**src/rtl/ones_compliment_accum.sv**
```systemverilog
// ones_compliment_accum: accumulates a packet of WIDTH-bit words as a ones'
// complement sum. Carries out of each beat's add are deferred into the next
// beat and folded back exactly once after the last beat.
// Optional build macro ONES_COMP_INVERT_EN: when defined, out_sum presents the
// inverted sum (checksum form); when undefined, out_sum is the plain sum.
//
// Handshake rules (both ports): a transfer happens on a rising clk edge where
// valid && ready are both high. A producer holding valid keeps its data
// stable until the transfer. in_ready depends only on the FSM state, never on
// in_valid, and out_valid depends only on the FSM state, never on out_ready.
module ones_compliment_accum #(
  parameter int WIDTH   = 16,
  parameter int COUNT_W = 8
) (
  input  logic               clk,
  input  logic               rst,
  input  logic               in_valid,
  output logic               in_ready,
  input  logic [WIDTH-1:0]   in_data,
  input  logic               in_last,
  output logic               out_valid,
  input  logic               out_ready,
  output logic [WIDTH-1:0]   out_sum,
  output logic [COUNT_W-1:0] out_count,
  output logic [1:0]         dbg_state
);

  typedef enum logic [1:0] {
    S_ACC  = 2'd0,
    S_FOLD = 2'd1,
    S_DONE = 2'd2
  } state_t;

  state_t             state_q, state_d;
  logic [WIDTH-1:0]   acc_q, acc_d;
  logic               carry_q, carry_d;
  logic [COUNT_W-1:0] cnt_q, cnt_d;

  // Full-width beat add; the top bit becomes the deferred carry.
  logic [WIDTH:0]     beat_sum;

  // Beat adder: acc + data + deferred carry, one bit wider than the word.
  always_comb begin
    beat_sum = {1'b0, acc_q} + {1'b0, in_data} + {{WIDTH{1'b0}}, carry_q};
  end

  // Next-state and handshake outputs for the ACC / FOLD / DONE sequence.
  always_comb begin
    state_d   = state_q;
    acc_d     = acc_q;
    carry_d   = carry_q;
    cnt_d     = cnt_q;
    in_ready  = 1'b0;
    out_valid = 1'b0;
    unique case (state_q)
      S_ACC: begin
        in_ready = 1'b1;
        if (in_valid) begin
          acc_d   = beat_sum[WIDTH-1:0];
          carry_d = beat_sum[WIDTH];
          // Beat counter sticks at all-ones rather than wrapping.
          cnt_d   = (cnt_q == {COUNT_W{1'b1}}) ? cnt_q : cnt_q + COUNT_W'(1);
          if (in_last) begin
            state_d = S_FOLD;
          end
        end
      end
      S_FOLD: begin
        // A single fold suffices: acc all-ones with a pending carry cannot
        // occur, so this add never produces a carry of its own.
        acc_d   = acc_q + WIDTH'(carry_q);
        carry_d = 1'b0;
        state_d = S_DONE;
      end
      S_DONE: begin
        out_valid = 1'b1;
        if (out_ready) begin
          acc_d   = '0;
          carry_d = 1'b0;
          cnt_d   = '0;
          state_d = S_ACC;
        end
      end
      default: begin
        state_d = S_ACC;
        acc_d   = '0;
        carry_d = 1'b0;
        cnt_d   = '0;
      end
    endcase
  end

  // State registers; reset discards any partial or pending packet.
  always_ff @(posedge clk) begin
    if (rst) begin
      state_q <= S_ACC;
      acc_q   <= '0;
      carry_q <= 1'b0;
      cnt_q   <= '0;
    end else begin
      state_q <= state_d;
      acc_q   <= acc_d;
      carry_q <= carry_d;
      cnt_q   <= cnt_d;
    end
  end

`ifdef ONES_COMP_INVERT_EN
  assign out_sum = ~acc_q;
`else
  assign out_sum = acc_q;
`endif
  assign out_count = cnt_q;
  assign dbg_state = state_q;

endmodule

```
**config.mk**
```make
export PLATFORM = sky130hd
export DESIGN_NAME = ones_compliment_accum
export DESIGN_NICKNAME = d
export VERILOG_FILES = /design/src/rtl/ones_compliment_accum.sv
export SDC_FILE = /design/constraint.sdc
export NUM_CORES = 1
export LEC_CHECK = 0
export ABC_AREA = 1
export ABC_CLOCK_PERIOD_IN_PS = 6550
export CORE_ASPECT_RATIO = 1.1
export CORE_MARGIN = 2
export CORE_UTILIZATION = 58
export CTS_BUF_LIST = sky130_fd_sc_hd__clkbuf_4 sky130_fd_sc_hd__clkbuf_8
export CTS_CLUSTER_SIZE = 14
export DETAILED_ROUTE_END_ITERATION = 6
export PLACE_DENSITY_LB_ADDON = 0.3
export SYNTH_ARGS = -nofsm -noshare
export SYNTH_HDL_FRONTEND = slang
export SYNTH_SLANG_ARGS = --single-unit
```
**constraint.sdc**
```tcl
create_clock -name clk -period 6.55 [get_ports clk]
set_clock_uncertainty 0.2 [all_clocks]
set_input_delay 0.9825 -clock clk [delete_from_list [all_inputs] [get_ports clk]]
set_output_delay 0.9825 -clock clk [all_outputs]
set_load 0.01 [all_outputs]
```
---- Word level (Yosys, flattened, before mapping) ----
Index checks and enable logic that the tools add are counted.
operators by class
  add/sub/neg operators ................... 4
  multiplexer cells ....................... 16
  bitwise gates (word level) .............. 1
  reductions and logical operators ........ 4
  equality and inequality tests ........... 7
operators with widths
  kind                   count
  $pmux W16 S3           1
  $mux W16               2
  $mux W8                3
  $pmux W8 S3            1
  $add A16 B16 Y17       1
  $add A17 B1 Y17        1
  $add A16 B1 Y16        1
  $add A8 B1 Y8 const B  1
  $eq A8 B8 Y1 const B   1
  $ne A2 B2 Y1 const B   4
  $mux W2                3
  $pmux W2 S3            1
  $mux W1                4
  $reduce_and A4 Y1      1
  $reduce_and A3 Y1      1
  $eq A2 B1 Y1 const B   1
  $eq A2 B2 Y1 const B   1
  $logic_not A2 Y1       1
  $pmux W1 S2            1
  $reduce_and A2 Y1      1
  $not A1 Y1             1
storage, ports and cells
  flip-flop bits (word level) ............. 27
  output and inout bits ................... 28
  logic and storage cells ................. 36
  input bits .............................. 21

---- Logic depth before layout (Yosys ltp) ----
Gate-level depths: netlist of run 1.
  word-level depth ........................ 4
  gate-level depth with buffers ........... 13
  gate-level depth less buffers ........... 13

---- Least setup slack after synthesis of run 1 ----
OpenSTA, ideal clock, no wires.
  kind .................................... input port to flip-flop
  start point ............................. input in_data[0]
  end point ............................... register acc_q[8], in the netlist out_sum[8]
  stages on the path ...................... 12
  setup time .............................. 70 ps
  path slack .............................. 3,699 ps
  arrival time ............................ 2,581 ps
  buffers on the path ..................... 0
  required time ........................... 6,280 ps
  cell sequence ........................... fa_1 -> fa_1 -> nand2_1 -> nand2_1 -> and2_1 -> nand2_1 -> nand3_1 -> nand2_1 -> nand3_1 -> o21ai_0 -> nand2_1 -> a21oi_1
on the way
  cells in the longest elaborated chain, start to end .. 4
ends and longest elaborated chain
  item                    line  source
  start: declaration      19    input logic [WIDTH-1:0] in_data,
  $add A16 B16 Y17        44    beat_sum = {1'b0, acc_q} + {1'b0, in_data} + {{WIDTH{1'b0}}, carry_q};
  $add A17 B1 Y17         44
  $mux W16                58    if (in_valid) begin
  $pmux W16 S3            55    unique case (state_q)
  end signal: assignment  97    acc_q <= '0;
  end signal: assignment  102   acc_q <= acc_d;
  end: declaration        35    logic [WIDTH-1:0] acc_q, acc_d;
No other way between the ends. The select of a mux whose other input is x is not followed.
A chain may end at the register's enable or synchronous reset.

---- Final worst setup path of run 1 ----
  start point ............................. input in_data[0]
  end point ............................... register acc_q[14], in the netlist out_sum[14]
The elaborated chain is that of the path after synthesis.

==> metrics.md, run 1 <==
| Metric | Value |
|---|---|
| Commonest non-fill, non-tap cell in the layout | `nand2_1` |
| Longest Clk Path Bufs | `2` |
| Min Tclk post-route | `about 3.3 ns` |
| Avg Inst Size Synth | `about 6 um^2` |
| Worst-Margin Slew | `0.846 ns` |
| Slew HR | `between 40% and 50%` |
| CTS tree | `built` |
| Maximum vdd ir drop | `roughly 0.00016 V` |
| Comb pwr share | `~48%` |
| Reg-to-reg slack, setup | `about 4.1 ns` |
| Sw Pwr | `0.256 mW` |
| Critical Path Source Type | `input port` |
| Syn Std Cell Area | `between 2000 and 2500 um^2` |
| Gr usage total | `a little under a third` |
| # setup viols final | `0` |
| Layout cells sized above 1 | `3.52%` |
| Pint | `0.350 mW` |
| CTS buffer count | `3` |
| Initial antenna violation count | `0` |
| Post-Syn Instances | `a little over 400` |
| Die Y | `between 70 and 80 um` |
| I/O Buffers | `48` |
| Synth Net Count | `~450` |
| Dpl hpwl | `between 5 and 6 mm` |
| RSZ-0062 raised after global routing | `no` |
| Share of the yosys chip area belonging to registers | `22.2%` |
| Yosys reg bits | `27` |
| Core Box Area | `3990 um^2` |
| Placement Rows | `24` |
| Clock share of power | `~16%` |
| DRC viols | `0` |
| Yosys cell types | `30` |
| Critical path, cell by cell | `clkdlybuf4s50_1 -> fa_1 -> fa_1 -> nand2_1 -> nand2_1 -> nand3_1 -> nand2_1 -> nand2_1 -> nand2_1 -> nand2_1 -> nand3_1 -> nand2_1 -> nand2_1 -> a21oi_1` |
| Ports | `slightly below 50` |
| WP data required | `6.56 ns` |
| Worst-path clk slew | `~0.10 ns` |
| Final GP Congestion | `0.912` |
| GRT overflow | `0` |
| Post-CTS Hold Fix Bufs | `0` |
| Total number of yosys warnings | `0` |
| Initial Utilization | `between 60 and 70%` |
| Slowest stage delay, CP | `between 0.5 and 0.6 ns` |
| Hold Worst Slack | `just over 0.3 ns` |
| CTS root buffer | `clkbuf_8` |
| Critical Path AT | `around 3.3 ns` |
| Seq pwr share | `between 30% and 40%` |
| Hold/Removal Path Class | `reg -> reg` |
| DR iter-0 viols | `slightly below 200` |
| Total wire length | `around 6.9 mm` |
| Pwr/cell area | `approximately 200 nW/um^2` |
| DR vias/cell | `approximately 5.6` |
| Final ANT Viol Nets | `0` |
| Switching Share | `approximately 42%` |
| Most used cell, CP | `nand2_1` |
| Period utilization | `approximately half` |
| Ant diodes | `0` |
| Max H-tree Level | `1` |
| CP max stage cell | `fa_1` |
| Max Cap Viol | `0` |
| Leak | `approximately 1.4 nW` |
| Nets | `just under 500` |
| DIE AREA | `around 4700 um^2` |
| TritonCTS sink count | `27` |
| Post-CTS Resized | `0` |
| DR pass1 iterations | `5` |
| Status | `completed` |
| DR vias | `between 2000 and 3000` |
| Clock Latency Late Sink | `~0.28 ns` |
| Fmax | `between 300 and 400 MHz` |
| Most frequent cells in the layout | `nand2_1 (128), inv_1 (49), clkdlybuf4s50_1 (48)` |
| Vias in the first global route | `roughly 2600` |
| WS Path Type | `in -> reg` |
| Area grow syn2layout | `23.4%` |
| Largest net degree at the start of global routing | `20` |
| Postcts setup bufs | `0` |
| Fin. Hold Viols | `0` |
| Die width | `between 60 and 70 um` |
| Crit. End Element | `register` |
| Critical Path Fanout Max | `3` |
| Max-slew violations | `0` |
| Avg WL per Cell | `~14 um` |
| TNS Setup | `0 ns` |
| Global-route wire length before repair | `11.3 mm` |
## registers in the layout (all words and copies together) (netlist names)
name / cells
out_sum: 16
dbg_state: 2
carry_q: 1
out_count: 8
## final timing paths
kind	from	endpoint	depth (start not counted)
setup / recovery	in_data[0]	out_sum[14]	14
hold / removal	out_count[1]	out_count[1]	2
setup reg to reg	carry_q	out_sum[14]	13
hold reg to reg	out_count[1]	out_count[1]	2
## power groups by stage
stage | clock network (mW) | registers [mW] | logic, mW
floorplan | 0 | 0.217 | 0.183
global placement | 0 | 0.218 | 0.279
detailed placement | 0 | 0.219 | 0.286
CTS | 0.0989 | 0.215 | 0.287
global route | 0.104 | 0.219 | 0.328
finish | 0.0982 | 0.216 | 0.291
## worst max-delay path: cells and delay by family
family	cells	cell delay, ns
fa+ha+maj	2	0.92
simple gates	10	0.84
buf+inv	1	0.43
compound gates	1	0.12
## routing by layer
layer / track usage [%] / up-vias / routed length [um] / share of wire [%]
li1: - / 1427 / - / -
met5: 0 / - / 0 / 0
met1: 36.0 / 1279 / 2940 / 43
met3: 2.64 / 15 / 417 / 6.0
met4: 11.6 / 0 / 144 / 2.1
met2: 56.2 / 101 / 3400 / 49
## cells in the mapped netlist
| library cell | instances | area (um^2) |
|---|---|---|
| inv_4 | 1 | 6.26 |
| a31o_2 | 1 | 8.76 |
| nand2_1 | 128 | 480 |
| nor2_4 | 2 | 22.5 |
| or2_2 | 3 | 18.8 |
| xor2_1 | 6 | 52.6 |
| ha_1 | 18 | 225 |
| o21ai_4 | 1 | 16.3 |
| buf_2 | 3 | 15.0 |
| nand2_4 | 1 | 11.3 |
| dfxtp_1 | 27 | 541 |
| o21bai_1 | 1 | 7.51 |
| inv_1 | 49 | 184 |
| clkbuf_1 | 3 | 11.3 |
| and3_1 | 3 | 18.8 |
| o22ai_1 | 1 | 6.26 |
| a31oi_1 | 3 | 18.8 |
| a21oi_1 | 35 | 175 |
| o21a_1 | 1 | 7.51 |
| nand2_2 | 1 | 6.26 |
| o21ai_0 | 23 | 115 |
| and2_1 | 1 | 6.26 |
| nor3_1 | 8 | 40.0 |
| nand3b_1 | 1 | 7.51 |
| inv_2 | 2 | 7.51 |
| a221oi_1 | 2 | 17.5 |
| fa_1 | 2 | 40.0 |
| nand3_1 | 34 | 170 |
| nand4_1 | 7 | 43.8 |
| nor2_1 | 40 | 150 |
## through the flow
step / power, mW / worst slack [ns] / std cells / instance area, um^2 / utilization [%]
3_3_place_gp: 0.497 / 3.11 / 502 / 2950 / 73.9
2_1_floorplan: 0.401 / 3.70 / 408 / 2430 / -
6_report: 0.606 / 3.28 / 506 / 3000 / 75.1
4_1_cts: 0.601 / 3.32 / 506 / 3000 / 75.1
5_1_grt: 0.652 / 3.06 / 506 / 3000 / 75.1
3_5_place_dp: 0.505 / 3.03 / 502 / 2950 / 73.9
## cell families (layout without fill, tap and decap cells)
family / Yosys count / count (layout) / share of synthesized area, %
flip-flops: 27 / 27 / 22.2
adder cells (fa/ha/maj): 20 / 20 / 10.9
buffers and inverters: 58 / 104 / 9.21
AO/OA/AOI/OAI: 68 / 68 / 15.3
AND/OR/NAND/NOR: 229 / 229 / 40.1
XOR/XNOR: 6 / 6 / 2.16
## final cells by class
type	count	area [um^2]
fill	337	995
sequential	27	541
multi-input combinational	323	1670
inverter	52	198
tap	52	65.1
clock buffer	3	41.3
clock inverter	1	7.51
timing repair buffer	48	480
(Power assumes the default switching activity.)
==> run 2, diff against run 1 <==
--- a/config.mk
+++ b/config.mk
@@ -6,10 +6,10 @@
 export NUM_CORES = 1
 export LEC_CHECK = 0
 export ABC_AREA = 1
-export ABC_CLOCK_PERIOD_IN_PS = 6550
+export ABC_CLOCK_PERIOD_IN_PS = 3100
 export CORE_ASPECT_RATIO = 1.1
 export CORE_MARGIN = 2
-export CORE_UTILIZATION = 58
+export CORE_UTILIZATION = 54
 export CTS_BUF_LIST = sky130_fd_sc_hd__clkbuf_4 sky130_fd_sc_hd__clkbuf_8
 export CTS_CLUSTER_SIZE = 14
 export DETAILED_ROUTE_END_ITERATION = 6
==> constraint.sdc (replaced) <==
create_clock -name clk -period 3.1 [get_ports clk]
set_clock_uncertainty 0.2 [all_clocks]
set_input_delay 0.465 -clock clk [delete_from_list [all_inputs] [get_ports clk]]
set_output_delay 0.465 -clock clk [all_outputs]
set_load 0.01 [all_outputs]
==> metrics.md, run 2 (synthesis gave the netlist of run 1 again) <==
| Metric | Value |
|---|---|
| Vias in the first global route | `2548` |
| Fmax | `roughly 370 MHz` |
| CTS tree | `built` |
| Most frequent cells in the layout | `nand2_1 (128), inv_1 (49), clkdlybuf4s50_1 (48)` |
| Ant diodes | `0` |
| Nets | `approximately 500` |
| WS Path Type | `in -> reg` |
| Leak | `roughly 1.4 nW` |
| Dpl hpwl | `5.33 mm` |
| Post-CTS Hold Fix Bufs | `0` |
| Seq pwr share | `a little over a third` |
| Status | `completed` |
| TritonCTS sink count | `27` |
| Layout cells sized above 1 | `4.16%` |
| Crit. End Element | `register` |
| Area grow syn2layout | `24.3%` |
| Core Box Area | `roughly 4300 um^2` |
| Fillers | `400` |
| CTS buffer count | `3` |
| DRC viols | `0` |
| TNS Setup | `0 ns` |
| DR vias/cell | `between 5 and 6` |
| Initial Utilization | `56.3%` |
| Gr usage total | `between 20% and 30%` |
| # setup viols final | `0` |
| RSZ-0062 raised after global routing | `no` |
| Avg WL per Cell | `between 10 and 15 um` |
| Clock Latency Late Sink | `0.28 ns` |
| Postcts setup bufs | `0` |
| Hold/Removal Path Class | `reg -> reg` |
| Pwr/cell area | `approximately 420 nW/um^2` |
| Fin cells | `between 500 and 600` |
| Period utilization | `roughly 88%` |
| Max reg flops | `16` |
| Sw Pwr | `~0.53 mW` |
| Final GP Congestion | `between 0.9 and 1` |
| Final Instance Area | `between 3000 and 4000 um^2` |
| Critical Path Source Type | `input port` |
| GRT overflow | `0` |
| DR pass1 iterations | `5` |
| Die width | `slightly below 70 um` |
| Switching Share | `between 40% and 50%` |
| DR iter-0 viols | `about 180` |
| Register area | `roughly 540 um^2` |
| Pint | `0.741 mW` |
| Largest net degree at the start of global routing | `19` |
| Die Y | `roughly 74 um` |
| Total wire length | `approximately 6.8 mm` |
| DIE AREA | `roughly 5100 um^2` |
| Max Cap Viol | `0` |
| Slew HR | `about two thirds` |
| Post-route setup slack | `approximately 0.37 ns` |
| Initial antenna violation count | `0` |
| Worst-path clk slew | `roughly 0.10 ns` |
| Clock share of power | `between 10% and 20%` |
| Longest Clk Path Bufs | `2` |
| CTS root buffer | `clkbuf_8` |
| Min Tclk post-route | `between 2 and 3 ns` |
| I/O Buffers | `48` |
| Global-route wire length before repair | `between 10 and 15 mm` |
| Worst-Margin Slew | `~0.48 ns` |
| Critical Path Fanout Max | `3` |
| Ports | `between 40 and 50` |
| Final core utilization | `roughly 70%` |
| Placed insts | `about 510` |
| Critical Path AT | `between 2 and 3 ns` |
| Multi-input gate area | `roughly 1700 um^2` |
| DR vias | `2840` |
| Max H-tree Level | `1` |
| Fin. Hold Viols | `0` |
| Comb pwr share | `between 40% and 50%` |
| WP data required | `between 3 and 4 ns` |
| Placed Area | `2980 um^2` |
| Maximum vdd ir drop | `~0.00029 V` |
| Placement Rows | `25` |
| Post-CTS Resized | `0` |
| Final ANT Viol Nets | `0` |
| Max-slew violations | `0` |
| Pre-CTS setup slack | `about 0.13 ns` |
| Commonest non-fill, non-tap cell in the layout | `nand2_1` |
-- run 2: cell types whose count changed in the layout (fill, tap and decap cells not counted), sizes merged --
cell,delta
buf,+3
clkinvlp,-1
clkinv,+1
-- run 2: power by group through the flow --
stage          combinational [mW]  sequential, mW  clock, mW
5_1_grt                     0.690           0.465      0.216
3_3_place_gp                0.591           0.463          0
2_1_floorplan               0.387           0.459          0
4_1_cts                     0.607           0.456      0.206
3_5_place_dp                0.603           0.464          0
6_report                    0.612           0.457      0.206
-- run 2: path summary, 6_finish.rpt --
check,depth (start not counted),to,slack (ns),start
worst max-delay path,14,out_sum[14],0.37,in_data[0]
worst min-delay path,2,out_count[1],0.32,out_count[1]
worst max register to register,13,out_sum[14],0.66,out_sum[0]
worst min register to register,2,out_count[1],0.32,out_count[1]
-- run 2: area by class of cell --
cell class / count / share of cell area, %
inverter: 52 / 6.54
clock buffer: 3 / 1.37
sequential: 27 / 17.9
multi-input combinational: 323 / 55.2
timing repair buffer: 51 / 16.6
tap: 54 / 2.24
clock inverter: 1 / 0.166
-- run 2: per-layer routing --
layer | up-vias | wire length (um) | track usage (%)
li1 | 1430 | - | -
met1 | 1281 | 2940 | 32.8
met2 | 103 | 3250 | 49.7
met3 | 26 | 456 | 4.24
met4 | 0 | 199 | 12.9
met5 | - | 0 | 0
-- run 2: worst max-delay path, stage by stage --
cell and delay, ns:
clkdlybuf4s50_1 0.43, fa_1 0.51, fa_1 0.42, nand2_1 0.10, nand2_1 0.07, nand3_1 0.11
nand2_1 0.09, nand2_1 0.09, nand2_1 0.08, nand2_1 0.06, nand3_1 0.06, nand2_1 0.08
nand2_1 0.05, a21oi_1 0.12
-- run 2: per-stage QoR --
stage,hold slack (ns),power [mW]
after floorplan,0.274,0.847
after global placement,0.291,1.05
after detailed placement,0.300,1.07
after CTS,0.315,1.27
after global routing,0.344,1.37
final,0.320,1.28
==> run 3, diff against run 2 <==
--- a/config.mk
+++ b/config.mk
@@ -7,13 +7,13 @@
 export LEC_CHECK = 0
 export ABC_AREA = 1
 export ABC_CLOCK_PERIOD_IN_PS = 3100
-export CORE_ASPECT_RATIO = 1.1
 export CORE_MARGIN = 2
 export CORE_UTILIZATION = 54
 export CTS_BUF_LIST = sky130_fd_sc_hd__clkbuf_4 sky130_fd_sc_hd__clkbuf_8
 export CTS_CLUSTER_SIZE = 14
 export DETAILED_ROUTE_END_ITERATION = 6
 export PLACE_DENSITY_LB_ADDON = 0.3
+export REMOVE_ABC_BUFFERS = 1
 export SYNTH_ARGS = -nofsm -noshare
 export SYNTH_HDL_FRONTEND = slang
 export SYNTH_SLANG_ARGS = --single-unit
==> metrics.md, run 3 (synthesis gave the netlist of run 1 again) <==
| Metric | Value |
|---|---|
| Die width | `roughly 71 um` |
| Postcts setup bufs | `0` |
| I/O Buffers | `48` |
| RSZ-0062 raised after global routing | `no` |
| Initial antenna violation count | `0` |
| Ports | `49` |
| Min Tclk post-route | `roughly 2.7 ns` |
| Longest Clk Path Bufs | `2` |
| Critical Path AT | `approximately 2.7 ns` |
| Final Instance Area | `slightly above 3000 um^2` |
| Total wire length | `just under 7 mm` |
| Most used cell, CP | `nand2_1` |
| Initial Utilization | `55.8%` |
| Fin cells | `about 500` |
| Nets | `approximately 500` |
| Worst-path clk slew | `0.10 ns` |
| Cell family with most CP delay | `adder cells` |
| Avg WL per Cell | `13.6 um` |
| Hold wc startpoint | `out_count[1]` |
| Vias in the first global route | `~2700` |
| CTS root buffer | `clkbuf_8` |
| Placement Rows | `24` |
| Max Cap Viol | `0` |
| DR pass1 iterations | `5` |
| CTS tree | `built` |
| DR iter-0 viols | `roughly 140` |
| Worst-Margin Slew | `approximately 0.46 ns` |
| Final GP Congestion | `around 0.93` |
| Core Box Area | `approximately 4400 um^2` |
| Die Y | `around 71 um` |
| FF-to-FF Start | `out_sum[0]` |
| WP buf/inv | `1` |
| Dpl hpwl | `approximately 5.3 mm` |
| Final core utilization | `a little under 70%` |
| CP max stage cell | `fa_1` |
| Post-CTS Resized | `0` |
| Max-slew violations | `0` |
| TritonCTS sink count | `27` |
| Commonest non-fill, non-tap cell in the layout | `nand2_1` |
| Area grow syn2layout | `24.3%` |
| Pwr/cell area | `between 400 and 500 nW/um^2` |
| WS Path Type | `in -> reg` |
| Fin. Hold Viols | `0` |
| # setup viols final | `0` |
| Largest net degree at the start of global routing | `19` |
| Ant diodes | `0` |
| Critical Path Source Type | `input port` |
| Layout cells sized above 1 | `~4.2%` |
| DR vias/cell | `5.56` |
| Hold Worst Slack | `0.315 ns` |
| Clock Latency Late Sink | `0.28 ns` |
| Crit path launch | `in_data[0]` |
| Hold/Removal Path Class | `reg -> reg` |
| Status | `completed` |
| Critical path, cell by cell | `clkdlybuf4s50_1 -> fa_1 -> fa_1 -> nand2_1 -> nand2_1 -> and2_1 -> nand2_1 -> nand3_1 -> nand2_1 -> nand3_1 -> o21ai_0 -> nand2_1 -> a21oi_1` |
| Final ANT Viol Nets | `0` |
| Fmax | `roughly 370 MHz` |
| Critical Path Fanout Max | `4` |
| TNS Setup | `0 ns` |
| Placed Area | `just under 3000 um^2` |
| DIE AREA | `~5100 um^2` |
| WP data required | `roughly 3.1 ns` |
| GRT overflow | `0` |
| Max reg flops | `16` |
| Post-CTS Hold Fix Bufs | `0` |
| Crit. End Element | `register` |
| Leak | `around 1.4 nW` |
| Period utilization | `86.6%` |
| Placed insts | `between 500 and 600` |
| Most frequent cells in the layout | `nand2_1 (128), inv_1 (49), clkdlybuf4s50_1 (48)` |
| Global-route wire length before repair | `between 10 and 15 mm` |
| DR vias | `~2800` |
| Maximum vdd ir drop | `~0.00028 V` |
| DRC viols | `0` |
| CTS buffer count | `3` |
| Gr usage total | `around 28%` |
| Slew HR | `between 60 and 70%` |
| Max H-tree Level | `1` |
| Slowest stage delay, CP | `0.51 ns` |
-- run 3: where the power goes --
part	switching (mW)	leakage, nW	internal, mW
registers	0.0710	0.222	0.386
clock network	0.115	0.0262	0.101
logic	0.348	1.15	0.265
total	0.533	1.39	0.752
-- run 3: stage by stage --
stage / power [mW] / worst slack, ns
after global placement: 1.05 / 0.206
after CTS: 1.28 / 0.417
final: 1.29 / 0.416
after global routing: 1.39 / 0.224
after floorplan: 0.840 / 0.758
after detailed placement: 1.07 / 0.142
-- run 3: final cells by class --
cell class,instances,area (um^2)
flip-flops and latches,27,541
multi-input cells,323,1670
clock buffers,4,48.8
repair buffers,51,503
fillers,403,1330
inverters,52,198
well taps,52,65.1
-- run 3: worst paths after layout --
kind	end	slack, ns	depth (start not counted)
setup / recovery	out_sum[8]	0.42	13
hold reg to reg	out_count[1]	0.32	2
hold / removal	out_count[1]	0.32	2
setup reg to reg	out_sum[8]	0.69	12
-- run 3: layer usage --
layer | global-route usage, % | share of wire, % | up-vias
li1 | - | - | 1431
met1 | 35.4 | 41 | 1261
met2 | 48.5 | 47 | 121
met3 | 3.99 | 9.6 | 17
met4 | 10.9 | 2.2 | 0
met5 | 0 | 0 | -
-- run 3: tightest hold or removal path, stage by stage (launching register included) --
cell	delay, ns
dfxtp_1	0.35
nand2_1	0.07
a21oi_1	0.06
